### config.mk
export PLATFORM = sky130hd
export DESIGN_NAME = char_buf_reader
export DESIGN_NICKNAME = d
export VERILOG_FILES = /design/src/rtl/char_buf_reader.sv
export SDC_FILE = /design/constraint.sdc
export NUM_CORES = 1
export LEC_CHECK = 0
export CAP_MARGIN = 20
export CORE_MARGIN = 3
export CORE_UTILIZATION = 60
export CTS_CLUSTER_SIZE = 16
export DETAILED_ROUTE_END_ITERATION = 10
export DONT_BUFFER_PORTS = 1
export PLACE_DENSITY_LB_ADDON = 0.2
export SLEW_MARGIN = 40
export SYNTH_ARGS = -nofsm -noshare
export SYNTH_HDL_FRONTEND = slang
export SYNTH_SLANG_ARGS = --single-unit
### constraint.sdc
create_clock -name clk -period 4.7 [get_ports clk]
set_input_delay 0.94 -clock clk [delete_from_list [all_inputs] [get_ports clk]]
set_output_delay 0.94 -clock clk [all_outputs]
set_load 0.01 [all_outputs]
### src/rtl/char_buf_reader.sv
// Streams a length-prefixed string from a synchronous RAM onto an AXI-Stream master port.
// Define CHAR_BUF_READER_LEN_CLAMP_EN to clamp the stored length to STRLENDATA_SAVED_ADDR.
`timescale 1ns/1ps
module char_buf_reader #(
  parameter int STRLENDATA_SAVED_ADDR  = 100,
  parameter int CHAR_BUFFER_ADDR_WIDTH = 12
) (
  input  logic                              clk,
  input  logic                              resetn,
  input  logic                              start,
  output logic                              busy,
  output logic                              done,
  output logic [CHAR_BUFFER_ADDR_WIDTH-1:0] ram_addr,
  output logic                              ram_ren,
  input  logic [7:0]                        ram_dout,
  output logic [7:0]                        m_axis_tdata,
  output logic                              m_axis_tvalid,
  input  logic                              m_axis_tready,
  output logic                              m_axis_tlast,
  output logic [15:0]                       m_axis_tsize
);

  localparam int W = CHAR_BUFFER_ADDR_WIDTH;
  localparam logic [W-1:0] LP_LEN_HI_ADDR = W'(STRLENDATA_SAVED_ADDR);
  localparam logic [W-1:0] LP_LEN_LO_ADDR = W'(STRLENDATA_SAVED_ADDR + 1);

  typedef enum logic [1:0] {S_IDLE, S_RD_LEN, S_STREAM, S_DONE} state_t;

  state_t         r_state;
  logic [1:0]     r_len_step;
  logic [7:0]     r_len_hi;
  logic [15:0]    r_remaining;
  logic [W-1:0]   r_next_addr;
  logic           r_busy;
  logic           r_done;
  logic [W-1:0]   r_ram_addr;
  logic           r_ram_ren;
  logic [15:0]    r_tsize;
  logic           r_ren_stream;
  logic           r_ren_last;
  logic           r_arr_valid;
  logic           r_arr_last;
  logic [7:0]     r_buf0_data;
  logic [7:0]     r_buf1_data;
  logic           r_buf0_last;
  logic           r_buf1_last;
  logic [1:0]     r_occ;

  logic [15:0]    w_len_raw;
  logic [15:0]    w_len;
  logic           w_len_phase;
  logic [15:0]    w_rem_cur;
  logic [W-1:0]   w_addr_cur;
  logic           w_pop;
  logic [2:0]     w_occ_next;
  logic           w_issue;
  logic           w_issue_last;

  assign w_len_raw = {r_len_hi, ram_dout};

`ifdef CHAR_BUF_READER_LEN_CLAMP_EN
  localparam logic [15:0] LP_LEN_MAX = 16'(STRLENDATA_SAVED_ADDR);
  assign w_len = (w_len_raw > LP_LEN_MAX) ? LP_LEN_MAX : w_len_raw;
`else
  assign w_len = w_len_raw;
`endif

  // The first stream read is issued in the same cycle the low length byte arrives.
  assign w_len_phase  = (r_state == S_RD_LEN) && (r_len_step == 2'd2);
  assign w_rem_cur    = w_len_phase ? w_len : r_remaining;
  assign w_addr_cur   = w_len_phase ? '0 : r_next_addr;
  assign w_pop        = m_axis_tvalid && m_axis_tready;
  assign w_occ_next   = {1'b0, r_occ} + {2'b00, r_arr_valid} - {2'b00, w_pop};
  assign w_issue      = (w_len_phase || (r_state == S_STREAM)) && (w_rem_cur != 16'd0) &&
                        ((w_occ_next + {2'b00, r_ren_stream}) < 3'd2);
  assign w_issue_last = (w_rem_cur == 16'd1);

  // Arriving RAM data bypasses an empty buffer so the two-cycle read latency still allows one beat per clock.
  always_comb begin
    m_axis_tvalid = (r_occ != 2'd0) || r_arr_valid;
    m_axis_tdata  = 8'h00;
    m_axis_tlast  = 1'b0;
    if (r_occ != 2'd0) begin
      m_axis_tdata = r_buf0_data;
      m_axis_tlast = r_buf0_last;
    end else if (r_arr_valid) begin
      m_axis_tdata = ram_dout;
      m_axis_tlast = r_arr_last;
    end
  end

  assign busy         = r_busy;
  assign done         = r_done;
  assign ram_addr     = r_ram_addr;
  assign ram_ren      = r_ram_ren;
  assign m_axis_tsize = r_tsize;

  always_ff @(posedge clk or negedge resetn) begin
    if (!resetn) begin
      r_state      <= S_IDLE;
      r_len_step   <= 2'd0;
      r_len_hi     <= 8'h00;
      r_remaining  <= 16'd0;
      r_next_addr  <= '0;
      r_busy       <= 1'b0;
      r_done       <= 1'b0;
      r_ram_addr   <= '0;
      r_ram_ren    <= 1'b0;
      r_tsize      <= 16'd0;
      r_ren_stream <= 1'b0;
      r_ren_last   <= 1'b0;
      r_arr_valid  <= 1'b0;
      r_arr_last   <= 1'b0;
    end else begin
      r_ram_ren    <= 1'b0;
      r_ren_stream <= 1'b0;
      r_ren_last   <= 1'b0;
      r_arr_valid  <= r_ren_stream;
      r_arr_last   <= r_ren_last;
      if (w_issue) begin
        r_ram_ren    <= 1'b1;
        r_ram_addr   <= w_addr_cur;
        r_ren_stream <= 1'b1;
        r_ren_last   <= w_issue_last;
        r_next_addr  <= w_addr_cur + 1'b1;
        r_remaining  <= w_rem_cur - 16'd1;
      end
      case (r_state)
        S_IDLE: begin
          if (start) begin
            r_state    <= S_RD_LEN;
            r_busy     <= 1'b1;
            r_len_step <= 2'd0;
            r_ram_ren  <= 1'b1;
            r_ram_addr <= LP_LEN_HI_ADDR;
          end
        end
        S_RD_LEN: begin
          case (r_len_step)
            2'd0: begin
              r_ram_ren  <= 1'b1;
              r_ram_addr <= LP_LEN_LO_ADDR;
              r_len_step <= 2'd1;
            end
            2'd1: begin
              r_len_hi   <= ram_dout;
              r_len_step <= 2'd2;
            end
            default: begin
              r_tsize    <= w_len;
              r_len_step <= 2'd0;
              if (w_len == 16'd0) begin
                r_state <= S_DONE;
                r_done  <= 1'b1;
              end else begin
                r_state <= S_STREAM;
              end
            end
          endcase
        end
        S_STREAM: begin
          if (w_pop && m_axis_tlast) begin
            r_state <= S_DONE;
            r_done  <= 1'b1;
          end
        end
        default: begin
          r_state <= S_IDLE;
          r_done  <= 1'b0;
          r_busy  <= 1'b0;
        end
      endcase
    end
  end

  // Two-entry output buffer; entry 0 is the head presented on the stream port.
  always_ff @(posedge clk or negedge resetn) begin
    if (!resetn) begin
      r_occ       <= 2'd0;
      r_buf0_data <= 8'h00;
      r_buf1_data <= 8'h00;
      r_buf0_last <= 1'b0;
      r_buf1_last <= 1'b0;
    end else begin
      case (r_occ)
        2'd0: begin
          if (r_arr_valid && !w_pop) begin
            r_buf0_data <= ram_dout;
            r_buf0_last <= r_arr_last;
            r_occ       <= 2'd1;
          end
        end
        2'd1: begin
          if (w_pop && r_arr_valid) begin
            r_buf0_data <= ram_dout;
            r_buf0_last <= r_arr_last;
          end else if (w_pop) begin
            r_occ <= 2'd0;
          end else if (r_arr_valid) begin
            r_buf1_data <= ram_dout;
            r_buf1_last <= r_arr_last;
            r_occ       <= 2'd2;
          end
        end
        default: begin
          if (w_pop) begin
            r_buf0_data <= r_buf1_data;
            r_buf0_last <= r_buf1_last;
            if (r_arr_valid) begin
              r_buf1_data <= ram_dout;
              r_buf1_last <= r_arr_last;
            end else begin
              r_occ <= 2'd1;
            end
          end
        end
      endcase
    end
  end

endmodule

==> impl_metrics.tcl <==
set metrics [dict create \
    die_height_um 99.7 \
    area_of_the_die_um2 9940 \
    ctsRootBufferMaster "clkbuf_8" \
    cts_setup_buffers 0 \
    clock_power_share 0.167 \
    drive_gt1_frac 0.159 \
    yosys-top-cells-count "dfrtp_1, nand2_1, mux2_2, a21oi_1, nor2_1" \
    final_min_period_over_clock_period 0.905 \
    syn_nets 562 \
    vias 3982 \
    pin_count 53 \
    fin_worst_hold_slack_ns 0.260 \
    core_region_area_um2 8380 \
    p_leak_nw 2.35 \
    synth.lib_cells_used.distinct 67 \
    ys_top_cells_by_area "dfrtp_1, mux2_2, nand2_1" \
    ys.warnings.count 0 \
    die_w_um 99.7 \
    ff_to_ff_setup_slack_ns 0.45 \
    synth-main-ff-cell "dfrtp_1" \
    p_sw_frac 0.416 \
    cts_tree "built" \
    clockBufferDepth 2 \
    timing.reg2reg.worst_path_depth 14 \
    nets 543 \
    largest_net_degree_at_the_start_of_global_routing 96 \
    via_per_instance_ratio 6.35 \
    critical_path_required_ns 4.94 \
    post_cts_resized 0 \
    cp_common_cell "ha_1" \
    finalWeightedCongestion 0.841 \
    path_buf_inv 2 \
    cellPowerDensity_nw_per_um2 636 \
    slew-limit-headroom 0.499 \
    final.setup.tns_ns 0 \
    fmax_ghz 0.235 \
    critPathMaxStageDelay_ns 0.53 \
    unrepaired_setup_endpoints_after_global_routing "false" \
    timing.critical_path.from_type "register" \
    tritoncts.num_buffers 9 \
    antenna_found_initial 0 \
    synth_enable_flop_cells 0 \
    drt-wirelength-per-cell_um 18.3 \
    ys_seq_area_frac 0.451 \
    placement.setup.worst_slack_ns 0.476 \
    synth.ff_latch_count 95 \
    switching_power_of_the_nets_mw 1.45 \
    cts.reportedPaths.clkPinSlew_ns 0.09 \
    syn-mean-instance-area_um2 9.81 \
    layout-area-overhead-vs-synth_pct 3.75 \
    endpoint_kind "register" \
    cts_htree_levels 3 \
    synth_top_area_cell "dfrtp_1" \
    drv_slew 0 \
    setup.worst_path.class "reg -> reg" \
    finalSetupViolations 0 \
    crit_fanout 37 \
    grt.total_usage 0.240 \
    power.internal_mw 2.03 \
    num_rows 33 \
    worstMarginPinSlew_ns 0.743 \
    worstPathArrival_ns 4.49 \
    timing.max_cap.violations 0 \
    drt-total-wl_um 11500 \
    port_buffers 0 \
    post-route-drc-count 0 \
    final_hold_viol_count 0 \
    critical_path.top_delay_family "compound AO/OA/AOI/OAI gates" \
    nFillCells 693 \
    synth_most_common_cell "dfrtp_1" \
    syn_inst 537 \
    final-instance-count-excl-fill 627 \
    globalRoute.totalOverflow 0 \
    vdd.ir_drop.worst_v 0.000405 \
    vias_in_the_first_global_route 3836 \
    ant_nets 0 \
    async_reset_ff_frac 1.00 \
    crit_path_top_delay_cell "dfrtp_1" \
    hpwlAfterDp_um 7740 \
    clock_skew_ns 0.0118 \
    post-route-min-period_ns 4.25 \
    power.share.combinational 0.406 \
    insertedDiodeCount 0 \
    ctsHoldBuffers 0 \
    initial_utilization 0.628 \
    drt_iter0_drc 258 \
    seq_power_share 0.427 \
    class_of_the_most_critical_hold_timing_path "in -> async" \
    worst_r2r_endpoint "r_remaining[12]$_DFFE_PN0N_" \
    post_synth_instance_area_um2 5270 \
    finalPower_mw 3.47 \
    number_of_iterations_in_the_first_detailed_routing_pass 5 \
    synth.top_cell.area_share 0.451 \
    critical_path.cell_chain "or3_1 > nand2_1 > ha_1 > ha_1 > a21o_1 > fa_1 > xnor2_1 > nor2_1 > o21ai_0 > a21o_4 > inv_2 > buf_4 > o2111a_1 > nor3_2" \
    clk-insertion-delay-late_ns 0.36 \
    outcome "completed" \
    cts.sinks 95 \
    place_inst 612 \
    post-route-worst-setup-slack_ns 0.446 \
    reg2reg_launch_point "r_arr_valid$_DFF_PN0_" \
    grt_first_pass_wirelength_um 19100 \
]
==> metrics by stage <==
| stage | utilization | cell area [um2] |
|---|---|---|
| 2_1_floorplan | - | 5270 |
| 3_3_place_gp | 0.627 | 5250 |
| 3_5_place_dp | 0.627 | 5250 |
| 4_1_cts | 0.652 | 5460 |
| 5_1_grt | 0.652 | 5460 |
| 6_report | 0.652 | 5460 |
==> flip-flops by register name, summed over array words and instances (netlist names) <==
register      cells
r_buf1_data       8
r_arr_valid       1
ram_addr         12
r_buf0_data       8
r_buf0_last       1
busy              1
ram_ren           1
r_len_hi          8
r_ren_last        1
r_state           2
r_remaining      16
r_occ             2
r_arr_last        1
m_axis_tsize     16
r_ren_stream      1
r_next_addr      12
r_len_step        2
done              1
r_buf1_last       1
==> logic make-up (layout without fill, tap and decap cells) <==
| family | count (synthesis) | count (layout) | synth area share |
|---|---|---|---|
| simple gates | 179 | 179 | 0.173 |
| flops | 95 | 95 | 0.451 |
| buf+inv | 53 | 38 | 0.0473 |
| xor+xnor | 2 | 2 | 0.00333 |
| mux | 60 | 60 | 0.125 |
| compound gates | 135 | 135 | 0.168 |
| fa+ha+maj | 13 | 13 | 0.0323 |
==> routing by layer <==
| layer | GRT usage | share of wire | up-vias | routed length [um] |
|---|---|---|---|---|
| li1 | - | - | 1888 | - |
| met1 | 0.342 | 0.45 | 1955 | 5130 |
| met2 | 0.356 | 0.47 | 117 | 5400 |
| met3 | 0.0582 | 0.059 | 22 | 675 |
| met4 | 0.0903 | 0.024 | 0 | 275 |
| met5 | 0 | 0 | - | 0 |
==> worst reg2reg max path, cell delays in order (launching register included) <==
cell	delay [ns]
dfrtp_1	0.53
or3_1	0.44
nand2_1	0.19
ha_1	0.26
ha_1	0.27
a21o_1	0.17
fa_1	0.39
xnor2_1	0.13
nor2_1	0.11
o21ai_0	0.20
a21o_4	0.36
inv_2	0.51
buf_4	0.31
o2111a_1	0.20
nor3_2	0.04
==> power groups by stage <==
stage,registers [mW],clock network [mW],logic [mW]
after floorplan,1.40,0,1.22
after global placement,1.48,0,1.34
after detailed placement,1.50,0,1.40
after CTS,1.48,0.596,1.41
after global routing,1.53,0.628,1.59
final,1.48,0.579,1.41
==> final cells by class <==
class / count / area (um2) / share of cell area
multi-input cells: 389 / 2640 / 0.483
flip-flops and latches: 95 / 2380 / 0.435
well taps: 105 / 131 / 0.0240
clock buffers: 10 / 128 / 0.0234
clock inverters: 5 / 82.6 / 0.0151
inverters: 18 / 67.6 / 0.0124
repair buffers: 5 / 37.5 / 0.00687
==> cells in the final DEF (no fill, tap or decap), drive strengths merged, types with 3 or more instances in the layout <==
cell / netlist / layout
buf: 19 / 5
nor2: 37 / 37
ha: 12 / 12
o211ai: 5 / 5
nand2b: 3 / 3
and2: 3 / 3
and4: 3 / 3
dfrtp: 95 / 95
nand3: 32 / 32
a211oi: 4 / 4
o22ai: 3 / 3
nor3: 16 / 16
o21ai: 42 / 42
a221oi: 4 / 4
a31oi: 6 / 6
nand3b: 4 / 4
or2: 4 / 4
clkbuf: 16 / 10
o2111a: 3 / 3
nor4: 3 / 3
a21oi: 41 / 41
inv: 18 / 19
and3: 6 / 6
mux2: 44 / 44
a21boi: 3 / 3
a21o: 4 / 4
o31ai: 8 / 8
nand2: 57 / 57
mux2i: 16 / 16
==> how the worst max path moves through the flow <==
stage / startpoint / endpoint / slack [ns] / cells past startpoint
2_1_floorplan: r_occ[1]$_DFFE_PN0P_ / r_remaining[6]$_DFFE_PN0N_ / 1.31 / 14
3_3_place_gp: r_arr_valid$_DFF_PN0_ / r_remaining[12]$_DFFE_PN0N_ / 0.57 / 14
3_5_place_dp: r_arr_valid$_DFF_PN0_ / r_remaining[14]$_DFFE_PN0N_ / 0.48 / 14
4_1_cts: r_arr_valid$_DFF_PN0_ / r_remaining[12]$_DFFE_PN0N_ / 0.45 / 14
5_1_grt: r_arr_valid$_DFF_PN0_ / r_remaining[12]$_DFFE_PN0N_ / 0.14 / 14
6_report: r_arr_valid$_DFF_PN0_ / r_remaining[12]$_DFFE_PN0N_ / 0.45 / 14
No activity file was read; power rests on OpenSTA's default activity.
